$ cat config.mk
export PLATFORM = sky130hd
export DESIGN_NAME = blvds_link_ctrl
export DESIGN_NICKNAME = d
export VERILOG_FILES = /design/src/rtl/blvds_link_ctrl.sv
export SDC_FILE = /design/constraint.sdc
export NUM_CORES = 1
export LEC_CHECK = 0
export ABC_AREA = 0
export BUFFER_PORTS_ARGS = -buffer_cell sky130_fd_sc_hd__buf_2
export CORE_MARGIN = 10
export CORE_UTILIZATION = 55
export CTS_CLUSTER_DIAMETER = 40
export DETAILED_ROUTE_END_ITERATION = 7
export HOLD_SLACK_MARGIN = 0.12
export PLACE_DENSITY_LB_ADDON = 0.05
export SLEW_MARGIN = 20
export SYNTH_ARGS = -nofsm -noshare
export SYNTH_HDL_FRONTEND = slang
export SYNTH_SLANG_ARGS = --single-unit
export TNS_END_PERCENT = 100
$ cat constraint.sdc
create_clock -name clk -period 2.08 [get_ports clk]
set_input_delay 0.208 -clock clk [delete_from_list [all_inputs] [get_ports clk]]
set_output_delay 0.208 -clock clk [all_outputs]
set_load 0.02 [all_outputs]
$ cat src/rtl/blvds_link_ctrl.sv
// blvds_link_ctrl
//   Half-duplex frame controller sitting upstream of a bus-LVDS transceiver.
//   Serializes words into framed bit streams (preamble, start, data LSB first,
//   even parity, stop), owns bus direction and turnaround, and deserializes
//   and checks incoming frames while the bus is released.
//
// Ports
//   clk, reset          single clock, synchronous active-high reset
//   tx_data/tx_valid    word to send; tx_ready (registered) accepts it
//   rx_data/rx_valid    last received payload, one-cycle completion pulse
//   rx_err              parity or stop error, qualified by rx_valid
//   busy                controller is not idle
//   doutp/oe            registered serial bit and drive enable to transceiver
//   din                 received bit from transceiver (0 while oe=1)
module blvds_link_ctrl #(
    parameter int DATA_W   = 8,
    parameter int BIT_CYC  = 4,
    parameter int TURN_CYC = 2
) (
    input  logic              clk,
    input  logic              reset,
    input  logic [DATA_W-1:0] tx_data,
    input  logic              tx_valid,
    output logic              tx_ready,
    output logic [DATA_W-1:0] rx_data,
    output logic              rx_valid,
    output logic              rx_err,
    output logic              busy,
    output logic              doutp,
    output logic              oe,
    input  logic              din
);

    localparam int CNT_W  = $clog2(BIT_CYC + TURN_CYC + 1);
    localparam int BITS_W = $clog2(DATA_W + 3);

    localparam logic [CNT_W-1:0]  BIT_LAST  = CNT_W'(BIT_CYC - 1);
    localparam logic [CNT_W-1:0]  HALF_LAST = CNT_W'(BIT_CYC / 2 - 1);
    localparam logic [CNT_W-1:0]  TURN_LAST = CNT_W'(TURN_CYC - 1);
    localparam logic [CNT_W-1:0]  CNT_ONE   = CNT_W'(1);
    localparam logic [BITS_W-1:0] TX_LAST   = BITS_W'(DATA_W + 2);
    localparam logic [BITS_W-1:0] RX_LAST   = BITS_W'(DATA_W);
    localparam logic [BITS_W-1:0] BITS_ONE  = BITS_W'(1);

    typedef enum logic [2:0] {
        IDLE,
        TX_PRE,
        TX_SHIFT,
        TX_TURN,
        RX_START,
        RX_SHIFT,
        RX_STOP
    } state_t;

    state_t              state_q, state_d;
    logic [CNT_W-1:0]    cnt_q, cnt_d;
    logic [BITS_W-1:0]   bit_cnt_q, bit_cnt_d;
    logic [CNT_W-1:0]    hi_cnt_q, hi_cnt_d;
    logic                armed_q, armed_d;
    logic                sync1_q, sync1_d;
    logic                dsync_q, dsync_d;
    logic                dsync_prev_q, dsync_prev_d;
    logic [DATA_W+2:0]   tx_sh_q, tx_sh_d;
    logic [DATA_W:0]     rx_sh_q, rx_sh_d;
    logic [DATA_W-1:0]   rx_data_q, rx_data_d;
    logic                rx_valid_q, rx_valid_d;
    logic                rx_err_q, rx_err_d;
    logic                tx_ready_q, tx_ready_d;
    logic                busy_q, busy_d;
    logic                doutp_q, doutp_d;
    logic                oe_q, oe_d;

    logic                edge_det;
    logic                armed_clr;

    always_comb begin
        state_d      = state_q;
        cnt_d        = cnt_q + CNT_ONE;
        bit_cnt_d    = bit_cnt_q;
        hi_cnt_d     = '0;
        armed_d      = armed_q;
        sync1_d      = din;
        dsync_d      = sync1_q;
        dsync_prev_d = dsync_q;
        tx_sh_d      = tx_sh_q;
        rx_sh_d      = rx_sh_q;
        rx_data_d    = rx_data_q;
        rx_valid_d   = 1'b0;
        rx_err_d     = rx_err_q;
        doutp_d      = doutp_q;
        oe_d         = oe_q;
        armed_clr    = 1'b0;

        edge_det = armed_q & dsync_prev_q & ~dsync_q;

        case (state_q)
            IDLE: begin
                cnt_d     = '0;
                bit_cnt_d = '0;
                if (edge_det) begin
                    state_d = RX_START;
                end else if (tx_valid && tx_ready_q) begin
                    state_d = TX_PRE;
                    tx_sh_d = {1'b1, ^tx_data, tx_data, 1'b0};
                    oe_d    = 1'b1;
                    doutp_d = 1'b1;
                end
            end
            TX_PRE: begin
                if (cnt_q == BIT_LAST) begin
                    state_d = TX_SHIFT;
                    cnt_d   = '0;
                    doutp_d = tx_sh_q[0];
                end
            end
            TX_SHIFT: begin
                if (cnt_q == BIT_LAST) begin
                    cnt_d = '0;
                    if (bit_cnt_q == TX_LAST) begin
                        state_d = TX_TURN;
                        oe_d    = 1'b0;
                        doutp_d = 1'b1;
                    end else begin
                        bit_cnt_d = bit_cnt_q + BITS_ONE;
                        tx_sh_d   = tx_sh_q >> 1;
                        doutp_d   = tx_sh_q[1];
                    end
                end
            end
            TX_TURN: begin
                if (cnt_q == TURN_LAST) begin
                    state_d   = IDLE;
                    armed_clr = 1'b1;
                end
            end
            RX_START: begin
                if (cnt_q == HALF_LAST) begin
                    cnt_d   = '0;
                    state_d = dsync_q ? IDLE : RX_SHIFT;
                end
            end
            RX_SHIFT: begin
                if (cnt_q == BIT_LAST) begin
                    cnt_d   = '0;
                    rx_sh_d = {dsync_q, rx_sh_q[DATA_W:1]};
                    if (bit_cnt_q == RX_LAST) begin
                        state_d = RX_STOP;
                    end else begin
                        bit_cnt_d = bit_cnt_q + BITS_ONE;
                    end
                end
            end
            RX_STOP: begin
                if (cnt_q == BIT_LAST) begin
                    state_d    = IDLE;
                    rx_valid_d = 1'b1;
                    rx_data_d  = rx_sh_q[DATA_W-1:0];
                    // Data plus parity has odd weight exactly when parity is wrong.
                    rx_err_d   = (^rx_sh_q) | ~dsync_q;
                    armed_clr  = 1'b1;
                end
            end
            default: begin
                state_d = IDLE;
            end
        endcase

        // Arm after BIT_CYC consecutive high samples while idle.
        if (state_q == IDLE && dsync_q) begin
            if (hi_cnt_q == BIT_LAST) begin
                hi_cnt_d = hi_cnt_q;
                armed_d  = 1'b1;
            end else begin
                hi_cnt_d = hi_cnt_q + CNT_ONE;
            end
        end
        if (armed_clr) begin
            armed_d = 1'b0;
        end

        // tx_ready is registered, so the falling edge that edge_det will see
        // next cycle is predicted from the synchronizer stages (dsync high,
        // first stage already low); this keeps tx_ready low in the edge cycle.
        tx_ready_d = (state_d == IDLE) & ~(armed_d & dsync_q & ~sync1_q);
        busy_d     = (state_d != IDLE);
    end

    always_ff @(posedge clk) begin
        if (reset) begin
            state_q      <= IDLE;
            cnt_q        <= '0;
            bit_cnt_q    <= '0;
            hi_cnt_q     <= '0;
            armed_q      <= 1'b0;
            sync1_q      <= 1'b1;
            dsync_q      <= 1'b1;
            dsync_prev_q <= 1'b1;
            tx_sh_q      <= '0;
            rx_sh_q      <= '0;
            rx_data_q    <= '0;
            rx_valid_q   <= 1'b0;
            rx_err_q     <= 1'b0;
            tx_ready_q   <= 1'b0;
            busy_q       <= 1'b0;
            doutp_q      <= 1'b1;
            oe_q         <= 1'b0;
        end else begin
            state_q      <= state_d;
            cnt_q        <= cnt_d;
            bit_cnt_q    <= bit_cnt_d;
            hi_cnt_q     <= hi_cnt_d;
            armed_q      <= armed_d;
            sync1_q      <= sync1_d;
            dsync_q      <= dsync_d;
            dsync_prev_q <= dsync_prev_d;
            tx_sh_q      <= tx_sh_d;
            rx_sh_q      <= rx_sh_d;
            rx_data_q    <= rx_data_d;
            rx_valid_q   <= rx_valid_d;
            rx_err_q     <= rx_err_d;
            tx_ready_q   <= tx_ready_d;
            busy_q       <= busy_d;
            doutp_q      <= doutp_d;
            oe_q         <= oe_d;
        end
    end

    assign tx_ready = tx_ready_q;
    assign rx_data  = rx_data_q;
    assign rx_valid = rx_valid_q;
    assign rx_err   = rx_err_q;
    assign busy     = busy_q;
    assign doutp    = doutp_q;
    assign oe       = oe_q;

endmodule

==> qor.csv <==
metric,value,unit
dp_cells,371,
cts_inserted_buffers,5,
syn_nets,320,
fin_area,2860,um2
die-area,7710,um2
synth_edf_count,0,
fin_tns_setup,0,ps
critPathMaxFanout,6,
arrival,2180,ps
crit_top_cell,o2111ai_1,
cp-end-kind,flop,
fill_cells,381,
ant_nets,0,
critPathKind,flop to flop,
fmax,517,MHz
tightest_slew,692,ps
cp.required,2320,ps
cts-root-buf,clkbuf_8,
synth_cells,298,
ff2ff_setup_slack,150,ps
post_drt_wl_per_cell,13.5,um
drt_first_iter_violations,166,
clk_latency,310,ps
drc,0,
yosysTopAreaCell,dfxtp_1,
rows,24,
final_net_count,349,
via_count,2050,
ys_ff_latch,51,
synth.cell_area,2530,um2
synth_warnings,0,
start_util,57.3,%
relSlewSlack,53.8,%
antenna_found_initial,0,
grt_pass1_vias,1895,
hold_viol,0,
vdd_drop_max,0.487,mV
setup_violations,0,
dr.pass1.iters,4,
async_reset_ff_share,0,%
cp_slowest_cell,dfxtp_1,
hpwl,3.73,mm
p_leak,1.17,nW
rsz0062_at_grt,no,
place_area,2730,um2
die_h,87.8,um
hp-class,input pin to flop,
grt_usage,13.9,%
grt_max_degree,21,
synth_cell_types,47,
num_antenna_cells,0,
synth_area_leaders,"dfxtp_1 (40%), nand2_1 (8.3%), a21oi_1 (5.7%)",
clock_path_buffers,2,
synth_top_area_share,40.4,%
start_kind,flop,
design.portCount,26,
layout-drive-gt1-share,19.8,%
layout.cells.non_filler,380,
core,4410,um2
grt_pass1_wl,8.80,mm
gp_congestion,0.945,
area_growth,12.9,%
wirelength,5.13,mm
synthTopCellsByCount,"nand2_1 (56), dfxtp_1 (51), nor2_1 (31)",
synth_most_common_cell,nand2_1,
crit_chain,ha_1 > ha_2 > inv_1 > o2111ai_1 > o2111ai_1 > nor4b_4 > nor3b_2,
portBuffers,25,
grt-ovfl-total,0,
power_density,826,nW/um2
post_cts_buffers,0,
status,finished clean,
worst_path_largest_cell_delay,370,ps
cts_htree_levels,2,
skew,9.95,ps
finalCritPeriodShare,93.0,%
avgSynthCellArea,8.49,um2
fp.dieW,87.8,um
clk_pin_slew_worst_paths,110,ps
synthFlopType,dfxtp_1,
maxCapViolCount,0,
yosysSeqAreaShare,40.4,%
clock_sinks,51,
via_per_inst,5.39,
finalCriticalPeriod,1930,ps
cts_tree,yes,
slew_viol_final,0,
final cells by class:
| class | count | area [um2] | share of cell area (%) |
|---|---|---|---|
| Sequential cell | 51 | 1020 | 35.8 |
| Clock buffer | 5 | 68.8 | 2.41 |
| Multi-Input combinational cell | 219 | 1390 | 48.5 |
| Tap cell | 52 | 65.1 | 2.28 |
| Timing Repair Buffer | 39 | 245 | 8.59 |
| Clock inverter | 3 | 28.8 | 1.01 |
| Inverter | 11 | 41.3 | 1.45 |
worst paths after layout:
kind	from	to	cells past startpoint
setup / recovery	cnt_q[0]	tx_ready	7
hold / removal	tx_data[6]	tx_sh_q[7]	3
setup reg to reg	cnt_q[0]	tx_ready	7
hold reg to reg	dsync_d	dsync_prev_d	1
stage by stage:
stage                     util (%)  worst slack (ps)  power, mW  hold WS (ps)
final                         64.7               146       2.36           174
after global placement        61.8               110       1.74           391
after detailed placement      61.8              61.4       1.76           399
after global routing          64.7              35.2       2.50           178
after floorplan                  -               175       1.60           312
after CTS                     64.2              37.1       2.36           169
cells by family after synthesis:
family | share of synthesized area, %
flops | 40.4
xor+xnor | 5.89
simple gates | 26.7
mux | 0.792
buf+inv | 5.69
compound gates | 15.6
fa+ha+maj | 4.95
placed cells by master (no fill, tap or decap), types with 3 or more instances in the layout:
cell type	netlist	layout
buf_4	1	12
clkbuf_8	0	5
or2_2	4	4
nor2b_1	5	5
inv_1	10	10
nand3_1	4	4
ha_1	10	9
nor2_1	31	31
nand3b_1	5	5
dfxtp_1	51	51
o21ai_0	3	3
xnor2_1	15	15
and3_1	4	4
buf_2	4	25
nor3b_2	3	3
a21oi_1	29	29
nor3_1	4	3
nand2_1	56	56
a311oi_1	10	10
sequential cells by signal, indices dropped and copies added (netlist names), 3 cells and up:
| signal | flops |
|---|---|
| cnt_q | 3 |
| hi_cnt_q | 3 |
| tx_sh_q | 11 |
| state_q | 3 |
| rx_data | 8 |
| bit_cnt_q | 4 |
| rx_sh_q | 9 |
worst max-delay path: cells and delay by family (launching register included):
kind,cells,cell delay [ps]
DFF,1,370
adders and majority gates,2,470
and+or+nand+nor,2,490
AOI/OAI and AO/OA,2,450
buffers and inverters,1,90
where the power goes:
| group | total, mW | switching, mW | internal, mW |
|---|---|---|---|
| Sequential | 1.15 | 0.0742 | 1.08 |
| Clock | 0.603 | 0.353 | 0.250 |
| Combinational | 0.602 | 0.325 | 0.277 |
| Total | 2.36 | 0.752 | 1.61 |
repair_timing:
item                                    4_1_cts  5_1_grt
endpoints found under the setup margin        0        4
resized for setup                             0        4
hold buffers                                  1        0
hold endpoints to repair                      1        0
routing by layer:
| layer | share of wire (%) | vias to the layer above | track usage, % |
|---|---|---|---|
| met2 | 44 | 40 | 22.2 |
| met4 | 1.5 | 0 | 4.20 |
| met3 | 6.1 | 8 | 3.71 |
| met1 | 48 | 926 | 17.7 |
| li1 | - | 1076 | - |
| met5 | 0 | - | 0 |
No activity file was read; power rests on OpenSTA's default activity.
